**src/rtl/i2c_pkg.sv**
```systemverilog
// ---------------------------------------------------------------------------
// i2c_pkg : shared widths, FSM state encoding and counter helper for the arbiter
// Revision: 1.0
// ---------------------------------------------------------------------------
`default_nettype none

package i2c_pkg;

  localparam int I2C_ADDR_W = 7;
  localparam int I2C_DATA_W = 8;
  localparam int CNT_W      = 10;

  typedef logic [2:0] state_t;

  localparam state_t IDLE      = 3'd0;
  localparam state_t LOAD      = 3'd1;
  localparam state_t START     = 3'd2;
  localparam state_t WAIT_BUSY = 3'd3;
  localparam state_t XFER      = 3'd4;
  localparam state_t DONE      = 3'd5;
  localparam state_t ERR       = 3'd6;

  function automatic logic [CNT_W-1:0] sat_inc(input logic [CNT_W-1:0] v);
    return (&v) ? v : v + 1'b1;
  endfunction

endpackage

`default_nettype wire

```
**src/rtl/i2c_master_arbiter_if.sv**
```systemverilog
// ---------------------------------------------------------------------------
// i2c_master_arbiter_if : requester-side and master_device-side signal bundle
// Revision: 1.0
// ---------------------------------------------------------------------------
`default_nettype none

interface i2c_master_arbiter_if
  import i2c_pkg::*;
#(
  parameter int N_REQ = 4
) ();

  logic [N_REQ-1:0]            req;
  logic [I2C_ADDR_W*N_REQ-1:0] req_addr;
  logic [N_REQ-1:0]            req_rw;
  logic [I2C_DATA_W*N_REQ-1:0] req_data;
  logic [N_REQ-1:0]            grant;
  logic [N_REQ-1:0]            done;
  logic [N_REQ-1:0]            err;
  logic                        m_enable;
  logic [I2C_ADDR_W-1:0]       m_address;
  logic                        m_rw;
  logic [I2C_DATA_W-1:0]       m_data;
  logic                        m_ready;

  // Requesters plus master_device, seen from outside the arbiter
  modport master (
    output req, req_addr, req_rw, req_data, m_ready,
    input  grant, done, err, m_enable, m_address, m_rw, m_data
  );

  // The arbiter itself
  modport slave (
    input  req, req_addr, req_rw, req_data, m_ready,
    output grant, done, err, m_enable, m_address, m_rw, m_data
  );

endinterface

`default_nettype wire

```
**src/rtl/rr_arbiter.sv**
```systemverilog
// ---------------------------------------------------------------------------
// rr_arbiter : combinational round-robin pick, first request at or after ptr_i
// Revision: 1.0
// ---------------------------------------------------------------------------
`default_nettype none

module rr_arbiter #(
  parameter int N_REQ = 4,
  parameter int IDX_W = 2
) (
  input  logic [N_REQ-1:0] req_i,
  input  logic [IDX_W-1:0] ptr_i,
  output logic [N_REQ-1:0] gnt_o,
  output logic [IDX_W-1:0] idx_o,
  output logic             valid_o
);

  always_comb begin
    gnt_o   = '0;
    idx_o   = '0;
    valid_o = 1'b0;
    for (int i = 0; i < N_REQ; i++) begin
      if (!valid_o && req_i[(int'(ptr_i) + i) % N_REQ]) begin
        valid_o = 1'b1;
        idx_o   = IDX_W'((int'(ptr_i) + i) % N_REQ);
      end
    end
    gnt_o[idx_o] = valid_o;
  end

endmodule

`default_nettype wire

```
**src/rtl/i2c_master_arbiter.sv**
```systemverilog
// ---------------------------------------------------------------------------
// i2c_master_arbiter : round-robin sharing of one I2C master_device among N_REQ requesters
// Revision: 1.0
// ---------------------------------------------------------------------------
`default_nettype none

module i2c_master_arbiter
  import i2c_pkg::*;
#(
  parameter int N_REQ         = 4,
  parameter int ENABLE_CYCLES = 5,
  parameter int START_TIMEOUT = 16,
  parameter int XFER_TIMEOUT  = 1023
) (
  input  logic                clk,
  input  logic                rst_n,
  i2c_master_arbiter_if.slave bus
);

  localparam int IDX_W = (N_REQ > 1) ? $clog2(N_REQ) : 1;

  // START_TIMEOUT runs from the first START cycle, so WAIT_BUSY only gets what is left
  localparam logic [CNT_W-1:0] EN_LIM   = CNT_W'(ENABLE_CYCLES - 1);
  localparam logic [CNT_W-1:0] WAIT_LIM = CNT_W'((START_TIMEOUT > ENABLE_CYCLES) ?
                                                 (START_TIMEOUT - ENABLE_CYCLES - 1) : 0);
  localparam logic [CNT_W-1:0] XFER_LIM = CNT_W'(XFER_TIMEOUT - 1);

  state_t                  state_q, state_d;
  logic [N_REQ-1:0]        gnt_q, gnt_d;
  logic [IDX_W-1:0]        idx_q, idx_d;
  logic [IDX_W-1:0]        ptr_q, ptr_d;
  logic [CNT_W-1:0]        cnt_q, cnt_d;
  logic                    seen_low_q, seen_low_d;
  logic [I2C_ADDR_W-1:0]   addr_q, addr_d;
  logic                    rw_q, rw_d;
  logic [I2C_DATA_W-1:0]   data_q, data_d;

  logic [N_REQ-1:0]        arb_gnt;
  logic [IDX_W-1:0]        arb_idx;
  logic                    arb_valid;

  rr_arbiter #(
    .N_REQ (N_REQ),
    .IDX_W (IDX_W)
  ) u_rr_arbiter (
    .req_i   (bus.req),
    .ptr_i   (ptr_q),
    .gnt_o   (arb_gnt),
    .idx_o   (arb_idx),
    .valid_o (arb_valid)
  );

  always_ff @(posedge clk or negedge rst_n) begin
    if (!rst_n) begin
      state_q <= IDLE;
    end else begin
      state_q <= state_d;
    end
  end

  always_comb begin
    state_d = state_q;
    case (state_q)
      IDLE:      if (arb_valid) state_d = LOAD;
      LOAD:      state_d = START;
      START: begin
        if (cnt_q >= EN_LIM) begin
          state_d = (seen_low_q || !bus.m_ready) ? XFER : WAIT_BUSY;
        end
      end
      WAIT_BUSY: begin
        if (!bus.m_ready)           state_d = XFER;
        else if (cnt_q >= WAIT_LIM) state_d = ERR;
      end
      XFER: begin
        if (bus.m_ready)            state_d = DONE;
        else if (cnt_q >= XFER_LIM) state_d = ERR;
      end
      DONE, ERR: state_d = IDLE;
      default:   state_d = IDLE;
    endcase
  end

  always_comb begin
    bus.grant    = '0;
    bus.done     = '0;
    bus.err      = '0;
    bus.m_enable = 1'b0;
    case (state_q)
      IDLE:  ;
      START: begin
        bus.grant    = gnt_q;
        bus.m_enable = 1'b1;
      end
      DONE: begin
        bus.grant = gnt_q;
        bus.done  = gnt_q;
      end
      ERR: begin
        bus.grant = gnt_q;
        bus.err   = gnt_q;
      end
      default: bus.grant = gnt_q;
    endcase
  end

  assign bus.m_address = addr_q;
  assign bus.m_rw      = rw_q;
  assign bus.m_data    = data_q;

  always_comb begin
    gnt_d  = gnt_q;
    idx_d  = idx_q;
    ptr_d  = ptr_q;
    addr_d = addr_q;
    rw_d   = rw_q;
    data_d = data_q;
    cnt_d  = (state_d != state_q) ? '0 : sat_inc(cnt_q);
    // Remember a busy indication seen during the enable pulse
    seen_low_d = (state_q == START) && (seen_low_q || !bus.m_ready);
    case (state_q)
      IDLE: begin
        if (arb_valid) begin
          gnt_d = arb_gnt;
          idx_d = arb_idx;
        end
      end
      LOAD: begin
        addr_d = bus.req_addr[idx_q*I2C_ADDR_W +: I2C_ADDR_W];
        rw_d   = bus.req_rw[idx_q];
        data_d = bus.req_data[idx_q*I2C_DATA_W +: I2C_DATA_W];
      end
      DONE, ERR: ptr_d = (idx_q == IDX_W'(N_REQ - 1)) ? '0 : idx_q + 1'b1;
      default: ;
    endcase
  end

  always_ff @(posedge clk or negedge rst_n) begin
    if (!rst_n) begin
      gnt_q      <= '0;
      idx_q      <= '0;
      ptr_q      <= '0;
      cnt_q      <= '0;
      seen_low_q <= 1'b0;
      addr_q     <= '0;
      rw_q       <= 1'b0;
      data_q     <= '0;
    end else begin
      gnt_q      <= gnt_d;
      idx_q      <= idx_d;
      ptr_q      <= ptr_d;
      cnt_q      <= cnt_d;
      seen_low_q <= seen_low_d;
      addr_q     <= addr_d;
      rw_q       <= rw_d;
      data_q     <= data_d;
    end
  end

endmodule

`default_nettype wire
```
**src/flat_wrapper.sv**
```systemverilog
// flat-port wrapper written by rule: the top's interface ports become plain ports
module i2c_master_arbiter_flat import i2c_pkg::*;
#(
  parameter int N_REQ         = 4,
  parameter int ENABLE_CYCLES = 5,
  parameter int START_TIMEOUT = 16,
  parameter int XFER_TIMEOUT  = 1023
)
  (clk, rst_n, bus_req, bus_req_addr, bus_req_rw, bus_req_data, bus_m_ready, bus_grant, bus_done, bus_err, bus_m_enable, bus_m_address, bus_m_rw, bus_m_data);
  i2c_master_arbiter_if #(.N_REQ(N_REQ)) bus_i ();
  input  logic clk;
  input  logic rst_n;
  input wire logic [$bits(bus_i.req)-1:0] bus_req;
  input wire logic [$bits(bus_i.req_addr)-1:0] bus_req_addr;
  input wire logic [$bits(bus_i.req_rw)-1:0] bus_req_rw;
  input wire logic [$bits(bus_i.req_data)-1:0] bus_req_data;
  input wire logic [$bits(bus_i.m_ready)-1:0] bus_m_ready;
  output wire logic [$bits(bus_i.grant)-1:0] bus_grant;
  output wire logic [$bits(bus_i.done)-1:0] bus_done;
  output wire logic [$bits(bus_i.err)-1:0] bus_err;
  output wire logic [$bits(bus_i.m_enable)-1:0] bus_m_enable;
  output wire logic [$bits(bus_i.m_address)-1:0] bus_m_address;
  output wire logic [$bits(bus_i.m_rw)-1:0] bus_m_rw;
  output wire logic [$bits(bus_i.m_data)-1:0] bus_m_data;
  assign bus_i.req = bus_req;
  assign bus_i.req_addr = bus_req_addr;
  assign bus_i.req_rw = bus_req_rw;
  assign bus_i.req_data = bus_req_data;
  assign bus_i.m_ready = bus_m_ready;
  assign bus_grant = bus_i.grant;
  assign bus_done = bus_i.done;
  assign bus_err = bus_i.err;
  assign bus_m_enable = bus_i.m_enable;
  assign bus_m_address = bus_i.m_address;
  assign bus_m_rw = bus_i.m_rw;
  assign bus_m_data = bus_i.m_data;
  i2c_master_arbiter #(.N_REQ(N_REQ), .ENABLE_CYCLES(ENABLE_CYCLES), .START_TIMEOUT(START_TIMEOUT), .XFER_TIMEOUT(XFER_TIMEOUT)) u_core (.clk(clk), .rst_n(rst_n), .bus(bus_i));
endmodule
```
**config.mk**
```make
export PLATFORM = sky130hd
export DESIGN_NAME = i2c_master_arbiter_flat
export DESIGN_NICKNAME = d
export VERILOG_FILES = /design/src/rtl/i2c_pkg.sv /design/src/rtl/i2c_master_arbiter_if.sv /design/src/rtl/rr_arbiter.sv /design/src/rtl/i2c_master_arbiter.sv /design/src/flat_wrapper.sv
export SDC_FILE = /design/constraint.sdc
export NUM_CORES = 1
export LEC_CHECK = 0
export BUFFER_PORTS_ARGS = -buffer_cell sky130_fd_sc_hd__buf_2
export CAP_MARGIN = 25
export CORE_MARGIN = 3
export CORE_UTILIZATION = 45
export DETAILED_ROUTE_END_ITERATION = 8
export GPL_TIMING_DRIVEN = 0
export PLACE_DENSITY = 0.83
export SLEW_MARGIN = 10
export SYNTH_ARGS = -nofsm -noshare
export SYNTH_HDL_FRONTEND = slang
export SYNTH_SLANG_ARGS = --single-unit
```
**constraint.sdc**
```tcl
create_clock -name clk -period 2.03 [get_ports clk]
set_clock_uncertainty 0.05 [all_clocks]
set_input_delay 0.203 -clock clk [delete_from_list [all_inputs] [get_ports clk]]
set_output_delay 0.203 -clock clk [all_outputs]
set_load 0.02 [all_outputs]
```
# --- Yosys cells after proc, flatten, opt, wreduce, memory -nomap -nowiden ---
# Cells that the tools add are included.
word_totals:
  word_cells: 95
  output_inout_bits: 29
  register_bits: 38
op_classes:
  reduce_logical: 17
  n_eq_ne: 9
  n_mul: 1
  n_addsub: 5
  n_mux: 38
  bitwise_logic: 4
  magnitude_cmp: 10
  shifts: 2
op_table:
  columns: ["operator", "n"]
  rows:
  - ["$shiftx A32 B6 Y8", 1]
  - ["$shiftx A28 B6 Y7", 1]
  - ["$mux W3", 7]
  - ["$mux W10", 2]
  - ["$pmux W3 S5", 1]
  - ["$mux W1", 14]
  - ["$lt A3 B4 Y1 const B", 3]
  - ["$mux W4", 3]
  - ["$add A10 B1 Y10 const B", 1]
  - ["$bmux W1 S2", 5]
  - ["$ge A10 B10 Y1 const B", 1]
  - ["$ge A10 B3 Y1 const B", 1]
  - ["$ge A10 B4 Y1 const B", 1]
  - ["$mux W2", 5]
  - ["$reduce_and A10 Y1", 1]
  - ["$eq A3 B3 Y1 const B", 3]
  - ["$lt A2 B3 Y1 const B", 3]
  - ["$reduce_or A2 Y1", 4]
  - ["$eq A3 B2 Y1 const B", 2]
  - ["$logic_and A1 B1 Y1", 5]
  - ["$mul A2 B3 Y5 const B", 1]
  - ["$add A2 B1 Y2 const B", 2]
  - ["$add A2 B2 Y2 const B", 2]
  - ["$and A4 B4 Y4", 1]
  - ["other kinds (11)", 16]

# --- Logic depth before layout (Yosys ltp) ---
# Gate-level depths: netlist of the first run.
depth:
  depth_word: 19
  ltp_mapped: 7

# --- Cells and area by module ---
# From an unflattened synthesis of the first run, not the netlist that was laid out.
hier_totals:
  cells_unflattened: 232
  area_unflattened_um2: 2611.3
modules_own_cells:
  columns: ["module", "cells_per_inst", "instances", "area_per_inst_um2", "seq_area_each_um2"]
  rows:
  - ["i2c_master_arbiter", 200, 1, 2428.6, 950.9]
  - ["rr_arbiter", 32, 1, 182.7, 0.0]

# --- Least setup slack after synthesis of the first run ---
# No wires, ideal clock.
synth_path:
  path_type: "register -> register"
  from: "reg u_core.state_q[2]"
  to: "reg u_core.cnt_q[4]"
  period_less_slack_ps: 1889
  arrival_time_ps: 1691
  path_buffers: 1
  path_slack_ps: 141
  stages_incl_launch_ff: 7
  setup_time_ps: 148
  required_ps: 1832
  cell_sequence: "dfrtp_1 -> buf_6 -> nor3b_2 -> nand2_1 -> o221a_2 -> a21oi_4 -> nor4_2"
synth_between:
  elab_chain_len: 5
synth_lines:
  columns: ["item", "line_no", "rtl"]
  rows:
  - ["from (decl)", "i2c_master_arbiter.sv:28", "state_t state_q, state_d;"]
  - ["from (signal assigned)", "i2c_master_arbiter.sv:57", "state_q <= state_d;"]
  - ["$mux W3 (on tied branches)", "i2c_master_arbiter.sv:77, i2c_master_arbiter.sv:73", null]
  - ["$mux W3 (on tied branches)", "i2c_master_arbiter.sv:76, i2c_master_arbiter.sv:72", null]
  - ["$pmux W3 S5", "i2c_master_arbiter.sv:63", "case (state_q)"]
  - ["$ne A3 B3 Y1 *", "i2c_master_arbiter.sv:118", "cnt_d = (state_d != state_q) ? '0 : sat_inc(cnt_q);"]
  - ["$ne A2 B1 Y1 (no line) / $mux W10 (equally long branches)", null, null]
  - ["to (signal assigned)", "i2c_master_arbiter.sv:152", "cnt_q <= cnt_d;"]
  - ["to (decl)", "i2c_master_arbiter.sv:32", "logic [CNT_W-1:0] cnt_q, cnt_d;"]
# Every way passes the cells marked *; elsewhere a longest branch is shown, timed or not.
# A chain may end at the register's enable or synchronous reset.

# --- Final worst setup path of the first run ---
layout_path:
  from: "reg u_core.state_q[2]"
  to: "reg u_core.cnt_q[5]"
# Same word-level chain as after synthesis.

==> results of run 1 <==
==> synth_stat cells (all sizes together) (2+ instances only) <==
cell     count  area share, %
inv          9            1.3
and3         5            1.2
mux2        18            8.0
a221o        2           0.79
nand2        8            1.2
dfrtp       38             38
nor3         9            3.9
a211oi       2           0.59
nor4         6            3.3
and2         6            1.5
mux4        16             14
a31oi        3           0.74
o2bb2ai      2           0.94
buf          7            1.8
and4         3            1.1
o21ai       10            2.1
nor2         8            1.3
a22o         4            1.4
a21oi        9            2.4
nand3        5           0.99
ha           3            1.5
nor2b        8            2.1
clkbuf       5            2.3
nand4        3           0.74
==> worst paths after layout <==
check	endpoint	slack, ns	cells after the start
worst max register to register	u_core.cnt_q[5]	0.1	8
max in group asynchronous	u_core.bus.m_data[6]	0.89	2
worst min-delay path	u_core.bus.m_rw	0.30	3
worst max-delay path	u_core.cnt_q[5]	0.1	8
worst min register to register	u_core.bus.m_data[4]	0.46	1
min in group asynchronous	u_core.bus.m_data[0]	0.50	2
==> power groups by stage <==
stage                     clock network (mW)  registers, mW  logic [mW]
after detailed placement                   0           1.27        2.56
final                                  0.498           1.26        2.71
after global routing                   0.549           1.30        2.94
after CTS                              0.514           1.26        2.68
after global placement                     0           1.26        2.51
after floorplan                            0           1.44        1.75
==> repair_timing <==
| action | CTS | global route |
|---|---|---|
| pin swaps | 0 | 1 |
| hold buffers | 1 | 0 |
| gates resized for setup | 2 | 5 |
| endpoints found under the setup margin | 18 | 15 |
| endpoints found under the hold margin | 38 | 0 |
| setup buffers | 1 | 1 |
==> state kept, by name (all words and copies together), names as in the netlist <==
signal,count
u_core.cnt_q,10
u_core.gnt_q,4
u_core.bus.m_rw,1
u_core.idx_q,2
u_core.seen_low_q,1
u_core.state_q,3
u_core.ptr_q,2
u_core.bus.m_address,7
u_core.bus.m_data,8
==> logic make-up (layout without fill, tap and decap cells) <==
family / count (synthesis) / count (layout)
AOI/OAI and AO/OA: 41 / 41
adders and majority gates: 3 / 3
muxes: 34 / 34
DFF: 38 / 38
buffers and inverters: 21 / 130
xor gates and xnor gates: 2 / 2
and+or+nand+nor: 67 / 67
==> worst max-delay path, delay by kind of cell, from the launching register on <==
family          cells  cell delay [ns]
simple gates        2             0.34
flops               1             0.39
compound gates      3             0.48
buf+inv             3             0.53
==> cell type report <==
cell class	count	area share [%]
plain buffers	12	3.34
multi-input cells	147	45.0
flip-flops and latches	38	29.2
well taps	70	2.69
clock inverters	2	0.307
inverters	9	1.04
clock buffers	5	2.11
repair buffers	102	16.4
==> routing by layer <==
layer | routed length [µm] | up-vias | share of wire, %
li1 | - | 1014 | -
met2 | 3160 | 86 | 51
met1 | 2470 | 1059 | 40
met4 | 135 | 0 | 2.2
met5 | 0 | - | 0
met3 | 406 | 11 | 6.6
==> metrics by stage <==
step / hold WS, ns / utilization (%) / setup TNS, ns
CTS: 0.286 / 61.2 / 0
global route: 0.297 / 61.8 / -0.00693
floorplan: -0.143 / - / 0
finish: 0.305 / 61.8 / 0
global placement: 0.300 / 59.0 / 0
detailed placement: 0.312 / 59.0 / -0.656
==> summary by stage, run 1 <==
Power and ir drop
The fraction of power consumed by sequential logic is 28.2%. The clock network is responsible for between 10% and 20% of the overall power. Summing internal, switching and leakage power gives about 4.5 mW. The internal power summed over all cells is around 2.6 mW. For this design the static power due to leakage is 1.49 nW. For this design the total switching power over the nets is 1.91 mW.

Net switching is a little over two fifths of the power. The areal power density over the cells is ~1400 mW/mm². VDD sags by at most 0.864 mV.

The combinational fraction of design power is 60.6%.

Clocking
Counting along the longest clock path gives a buffer depth of 2. The clock slew seen by the registers of the worst setup and hold paths is around 0.08 ns. The CTS tree is built.

The number of clock sinks is 38. For the worst-skew pair, the clock arrives at the later sink with an insertion delay of approximately 0.29 ns. The total number of H-tree levels is 2. TritonCTS created 5 clock buffers. The clock tree root buffer cell is sky130_fd_sc_hd__clkbuf_8.

Timing
Once routing completed, OpenROAD measured the worst setup slack at just under 0.1 ns. The final period demand of the worst path is just under 2 ns. The slew at the pin closest to its max-slew limit is around 0.85 ns. The final-report max-slew violation count is 0.

In the finished design, the share of the clock period the worst path needs comes to roughly 95%. The maximum achievable frequency is a little over 500 MHz. Measured against its own limit, the worst slew margin works out to 43.2%. Setup violations remaining at the end of the flow were counted as 0.

The number of failing hold endpoints at the final stage is 0.

Global route
The global routing's busiest layer is met2. The via count of the first global-routing pass came to between 2000 and 2500. The maximum number of pins on one net before global-route repair is 39. The met1 routing resource usage after global routing is roughly a quarter.

The initial antenna violation count came to 0. For met2 alone, demand over resource in global routing was around 31%. Global routing consumed, over all layers together, 18.7% of the routing resources.

The global-route track usage on met3 is 4.21%. The first-pass GRT wire length is about 9400 µm. The total global routing overflow is 0.

Cells and area
The library cell used most frequently in the layout, excluding fill and tap cells, is sky130_fd_sc_hd__buf_2. In the layout the commonest cells are sky130_fd_sc_hd__buf_2, sky130_fd_sc_hd__dfrtp_1, sky130_fd_sc_hd__mux2_2, sky130_fd_sc_hd__mux4_2. The final layout contains ~390 nets. The finished layout holds between 300 and 400 standard cells, fillers aside. From synthesis to final layout, the design area changed by 28.9%. The storage element area is roughly 950 µm². Cells with a size suffix above 1 make up a little under three fifths of the layout. The multi-input logic area is 0.00147 mm². The antenna diode count is 0. The number of fillers in the final layout is around 440. The final instance area is 0.00326 mm².

Synth
Of the total synthesized cell area, the portion taken by full adders, half adders and majority gates is 1.48%. In the synthesized netlist the dominant register cell turns out to be sky130_fd_sc_hd__dfrtp_1. The synthesized-area fraction occupied by ao, oa, aoi and oai cells is roughly an eighth.

In this run, synthesis produced a sequential element count of 38. After synthesis, the mean cell area works out to 12.3 µm². The mapped cell area is between 0.002 and 0.003 mm². Synthesis instantiated 55 different standard cells from the library. The post-synthesis net count is between 200 and 300. Of the total synthesized cell area, the portion taken by XOR and XNOR cells is 0.693%.

Summing the areas of all and, or, nand and nor instances in the mapped netlist gives approximately 20% of the synthesized area. The Yosys step of the flow raised 0 warnings. The share of cell area taken by muxes after synthesis is ~22%. The largest family of logic cells by synthesized area is multiplexers. The proportion of synthesized chip area in sequential cells is 37.6%.

The cell count after synthesis is just over 200. In this run, synthesis inferred 0 flip-flops with an integrated enable. After synthesis, the share of flip-flops with an asynchronous set or reset is between 90% and 100%.

Routing
The detail route stage leaves a number of antenna-violating nets equal to 0. The initial DRC count is 88. For this run, design rule violations remaining after detail routing come to 0. The final layout contains routed wiring with a total length of just over 6000 µm. The routed via count is approximately 2200. After detailed routing, the number of vias per cell comes to roughly 5.6.

Dividing the detail-routed wire length by the instance count gives 16.0 µm. The number of iterations in the first detailed-routing pass is 4.

Worst setup path
The most critical setup path has its startpoint at u_core.state_q[2]. Along the worst path, the maximum fanout reaches 10. On the critical path, the stage with the largest delay is an instance of sky130_fd_sc_hd__dfrtp_1. The required time reported for the critical path endpoint is 2.14 ns.

The worst setup path is launched from a flip-flop. Walking the worst path, the cells encountered are buf_6 > nor3_4 > o41ai_1 > buf_2 > o2bb2ai_2 > a21oi_4 > buf_12 > nor4_2. The type of element capturing the critical path is a flip-flop.

The critical path arrival is a little over 2 ns. The critical path is of the reg2reg type. For this run, the slowest stage of the critical path takes 0.39 ns. In this run the critical register-to-register path is launched from u_core.state_q[2].

Run
The max-cap violation count is 0.

Outcome
The flow ran to the end, and the final reports show no timing, DRC or antenna violations.

Placement
OpenSTA, run right after detailed placement, puts the worst setup slack at -0.0844 ns. The count of input and output buffers is 99. The routability-driven placement congestion ratio is about 0.8. Detailed placement ended at an HPWL of around 4700 µm. The standard cell area after detailed placement is 0.00311 mm². The placed cell count is about 380.

Hold path
The worst hold path begins at bus_req_rw[2]. In this run the worst hold path is classified as in2reg.

Floorplan
The number of top-level pins is 100. Measured along the x axis, the die boundary spans 81.0 µm. The floorplan has 26 rows. The floorplan die height is approximately 80 µm. The standard cell core area is 0.00527 mm². The die outline area is 0.00655 mm². The starting density of the core is about 48%.
No activity file was read; power rests on OpenSTA's default activity.
==> run 2, diff against run 1 <==
--- a/config.mk
+++ b/config.mk
@@ -11,7 +11,7 @@
 export CORE_UTILIZATION = 45
 export DETAILED_ROUTE_END_ITERATION = 8
 export GPL_TIMING_DRIVEN = 0
-export PLACE_DENSITY = 0.83
+export PLACE_DENSITY = 0.8
 export SLEW_MARGIN = 10
 export SYNTH_ARGS = -nofsm -noshare
 export SYNTH_HDL_FRONTEND = slang
==> run 2 against run 1 <==
Total power is 0.92% higher. Die area stayed put. Critical path type unchanged. Global-route usage is 0.40 points higher. Final area hardly changed. Fmax is 0.24% higher. Worst setup slack better by 0.0046 ns.
==> summary by stage, run 2 (synthesis gave the netlist of run 1 again) <==
Global route
The first-pass GRT wire length was 9550 µm (+1.8%). The total global routing overflow is 0 (unchanged). The via count of the first global-routing pass is 2014 (+0.60%). The initial antenna violation count is 0 (unchanged). The all-layer global routing usage was 19.1% (+0.40 points). The maximum number of pins on one net before global-route repair is 39 (unchanged).

Floorplan
The horizontal die dimension is 81.0 µm (unchanged). The number of top-level pins is 100 (unchanged). The standard cell core area is 0.00527 mm² (unchanged). The starting density of the core was 48.0% (unchanged). The die outline area was 0.00655 mm² (unchanged). The placement row count was 26 (unchanged). The floorplan die height is 81.0 µm (unchanged).

Routing
The post-route DRC violation count was 0 (unchanged). The total routed wirelength came to 6130 µm (-0.73%). The average vias per placed instance is 5.61 (-0.40%). The average wire length per cell after detail routing was 16.0 µm (-0.21%). The initial DRC count is 143 (+63%).

The number of iterations in the first detailed-routing pass is 4 (unchanged). The routed via count is 2150 (-0.92%). The number of nets still failing antenna checks after routing is 0 (unchanged).

Power and ir drop
The leakage power summed over all cells was 1.49 nW (-0.30%). The peak supply drop is 0.702 mV (-19%). The overall power of the completed layout was 4.51 mW (+0.92%). The areal power density over the cells was 1380 mW/mm² (+0.96%).

Worst setup path
The setup slack of the worst register-to-register path is 0.10 ns (about the same). The maximum cell stage delay along the critical path is 0.37 ns (-0.02 ns). The required time reported for the critical path endpoint is 2.18 ns (+0.04 ns).

The critical path arrival came to 2.08 ns (+0.04 ns). The destination of the critical timing path is u_core.cnt_q[5]. The standard cell with the maximum stage delay on the critical path is sky130_fd_sc_hd__dfrtp_1. The origin of the critical flop-to-flop path is u_core.cnt_q[2]. The number of cells on the critical path came to 7 (-1). The biggest fanout along the worst timing path came to 10 (unchanged). The sort of element at the start of the critical path is a flip-flop. The worst reg2reg path depth came to 7 (-1).

The source of the critical timing path is u_core.cnt_q[2]. Traced cell by cell, the critical path runs through clkbuf_8 > o21ai_0 > nand4_1 > o2bb2ai_2 > a21oi_4 > buf_12 > nor4_2. The worst setup path is of the reg2reg kind. The cell family contributing the most delay on the critical path is compound AO/OA/AOI/OAI gates.

The type of element capturing the critical path is a flip-flop. The total buffers and inverters traversed by the critical path came to 2 (-1). The worst register-to-register path ends at u_core.cnt_q[5].

Timing
The slew at the pin closest to its max-slew limit is 0.842 ns (-0.00953 ns). The headroom to the max-slew limit is 43.8% (+0.64 points). Setup repair after global routing left no endpoint under its margin. The final setup violation count is 0 (unchanged). The number of failing hold endpoints at the final stage was 0 (unchanged). The final-report max-slew violation count came to 0 (unchanged).

The share of the cycle needed by the critical path after routing is 95.0% (-0.22 points). The maximum achievable frequency came to 519 MHz (+0.24%). The smallest setup slack after layout is 0.102 ns (+0.00457 ns). The final period demand of the worst path was 1.93 ns (-0.00457 ns). The tightest hold margin came to 0.306 ns (+0.00143 ns).

Placement
The count of input and output buffers is 99 (unchanged). The detailed placement HPWL is 4640 µm (-1.7%). The placed cell count was 375 (unchanged).

The placement-stage worst setup slack came to -0.0777 ns (+0.00677 ns). The routability-driven placement congestion ratio is 0.796 (-2.3%).

Cells and area
In the layout the commonest cells are sky130_fd_sc_hd__buf_2, sky130_fd_sc_hd__dfrtp_1, sky130_fd_sc_hd__mux2_2, sky130_fd_sc_hd__mux4_2, sky130_fd_sc_hd__clkbuf_8. The most frequent standard cell in the layout excluding fill and tap cells is sky130_fd_sc_hd__buf_2. The post-layout instance count excluding filler cells is 383 (-0.52%).

The signed area change from the synthesized netlist to the final layout came to 28.8% (about the same). The flip-flop count of the largest register, all copies and words added is 10 (unchanged). The antenna diode count is 0 (unchanged). The final net count is 388 (-0.26%).

The fraction of final layout cells sized beyond drive strength 1 was 56.9% (-0.27 points). More flip-flops sit in one register than any other, and that register is u_core.cnt_q.

Clocking
The clock latency of the later-clocked register in the worst-skew pair is 0.29 ns (about the same). The total number of H-tree levels is 2 (unchanged). The clock slew seen by the registers of the worst setup and hold paths is 0.07 ns (about the same).

The number of clock sinks is 38 (unchanged). The clock tree root buffer cell is sky130_fd_sc_hd__clkbuf_8. TritonCTS built the clock tree. The TritonCTS buffer count is 5 (unchanged).

The clock tree buffer depth came to 2 (unchanged).

Outcome
The flow ran to the end, and the final reports show no timing, DRC or antenna violations.

Run
The max-cap violation count is 0 (unchanged).

Hold path
The class of the worst hold path is in2reg.
==> run 2: power by group <==
group,internal [mW],switching (mW),total [mW]
logic,1.28,1.45,2.73
registers,1.06,0.206,1.26
clock network,0.262,0.260,0.522
==> run 2: how the worst min path moves through the flow <==
stage	startpoint	end	slack, ns	depth (start not counted)
5_1_grt	bus_req_data[21]	u_core.bus.m_data[5]	0.30	3
2_1_floorplan	rst_n	u_core.bus.m_address[0]	-0.14	0
3_5_place_dp	rst_n	u_core.cnt_q[0]	0.32	1
6_report	bus_req_data[21]	u_core.bus.m_data[5]	0.31	3
4_1_cts	bus_req_data[21]	u_core.bus.m_data[5]	0.30	3
3_3_place_gp	rst_n	u_core.cnt_q[0]	0.31	1
==> run 2: through the flow <==
step | area [µm²] | TNS [ns] | utilization (%)
after floorplan | 2530 | 0 | -
after global placement | 3110 | -0.0362 | 59.0
after detailed placement | 3110 | -0.494 | 59.0
after CTS | 3230 | 0 | 61.3
after global routing | 3260 | 0 | 61.8
final | 3260 | 0 | 61.8
==> run 2: layout make-up <==
cell class                 count  area [µm²]
clock buffer                   6        82.6
fill                         435        2010
buffer                        12         111
tap                           70        87.6
multi-input combinational    147        1470
sequential                    38         951
inverter                       9        33.8
timing repair buffer         101         526
==> run 2: what timing repair did <==
action	4_1_cts	5_1_grt
hold buffers	1	0
pin swaps	0	1
endpoints found under the setup margin	13	15
gates resized for setup	2	5
setup buffers	1	0
endpoints found under the hold margin	3	0
==> run 2: worst reg2reg max path: stages (launching register included) <==
cell	delay, ns
sky130_fd_sc_hd__dfrtp_1	0.37
sky130_fd_sc_hd__clkbuf_8	0.16
sky130_fd_sc_hd__o21ai_0	0.34
sky130_fd_sc_hd__nand4_1	0.21
sky130_fd_sc_hd__o2bb2ai_2	0.24
sky130_fd_sc_hd__a21oi_4	0.05
sky130_fd_sc_hd__buf_12	0.16
sky130_fd_sc_hd__nor4_2	0.26
==> run 2: routing by layer <==
layer  global-route usage, %  wire length (µm)  part of all wire [%]
met1                    25.0              2430                    40
met4                    8.61               114                   1.9
met2                    30.1              3110                    51
met5                       0                 0                     0
met3                    4.55               477                   7.8
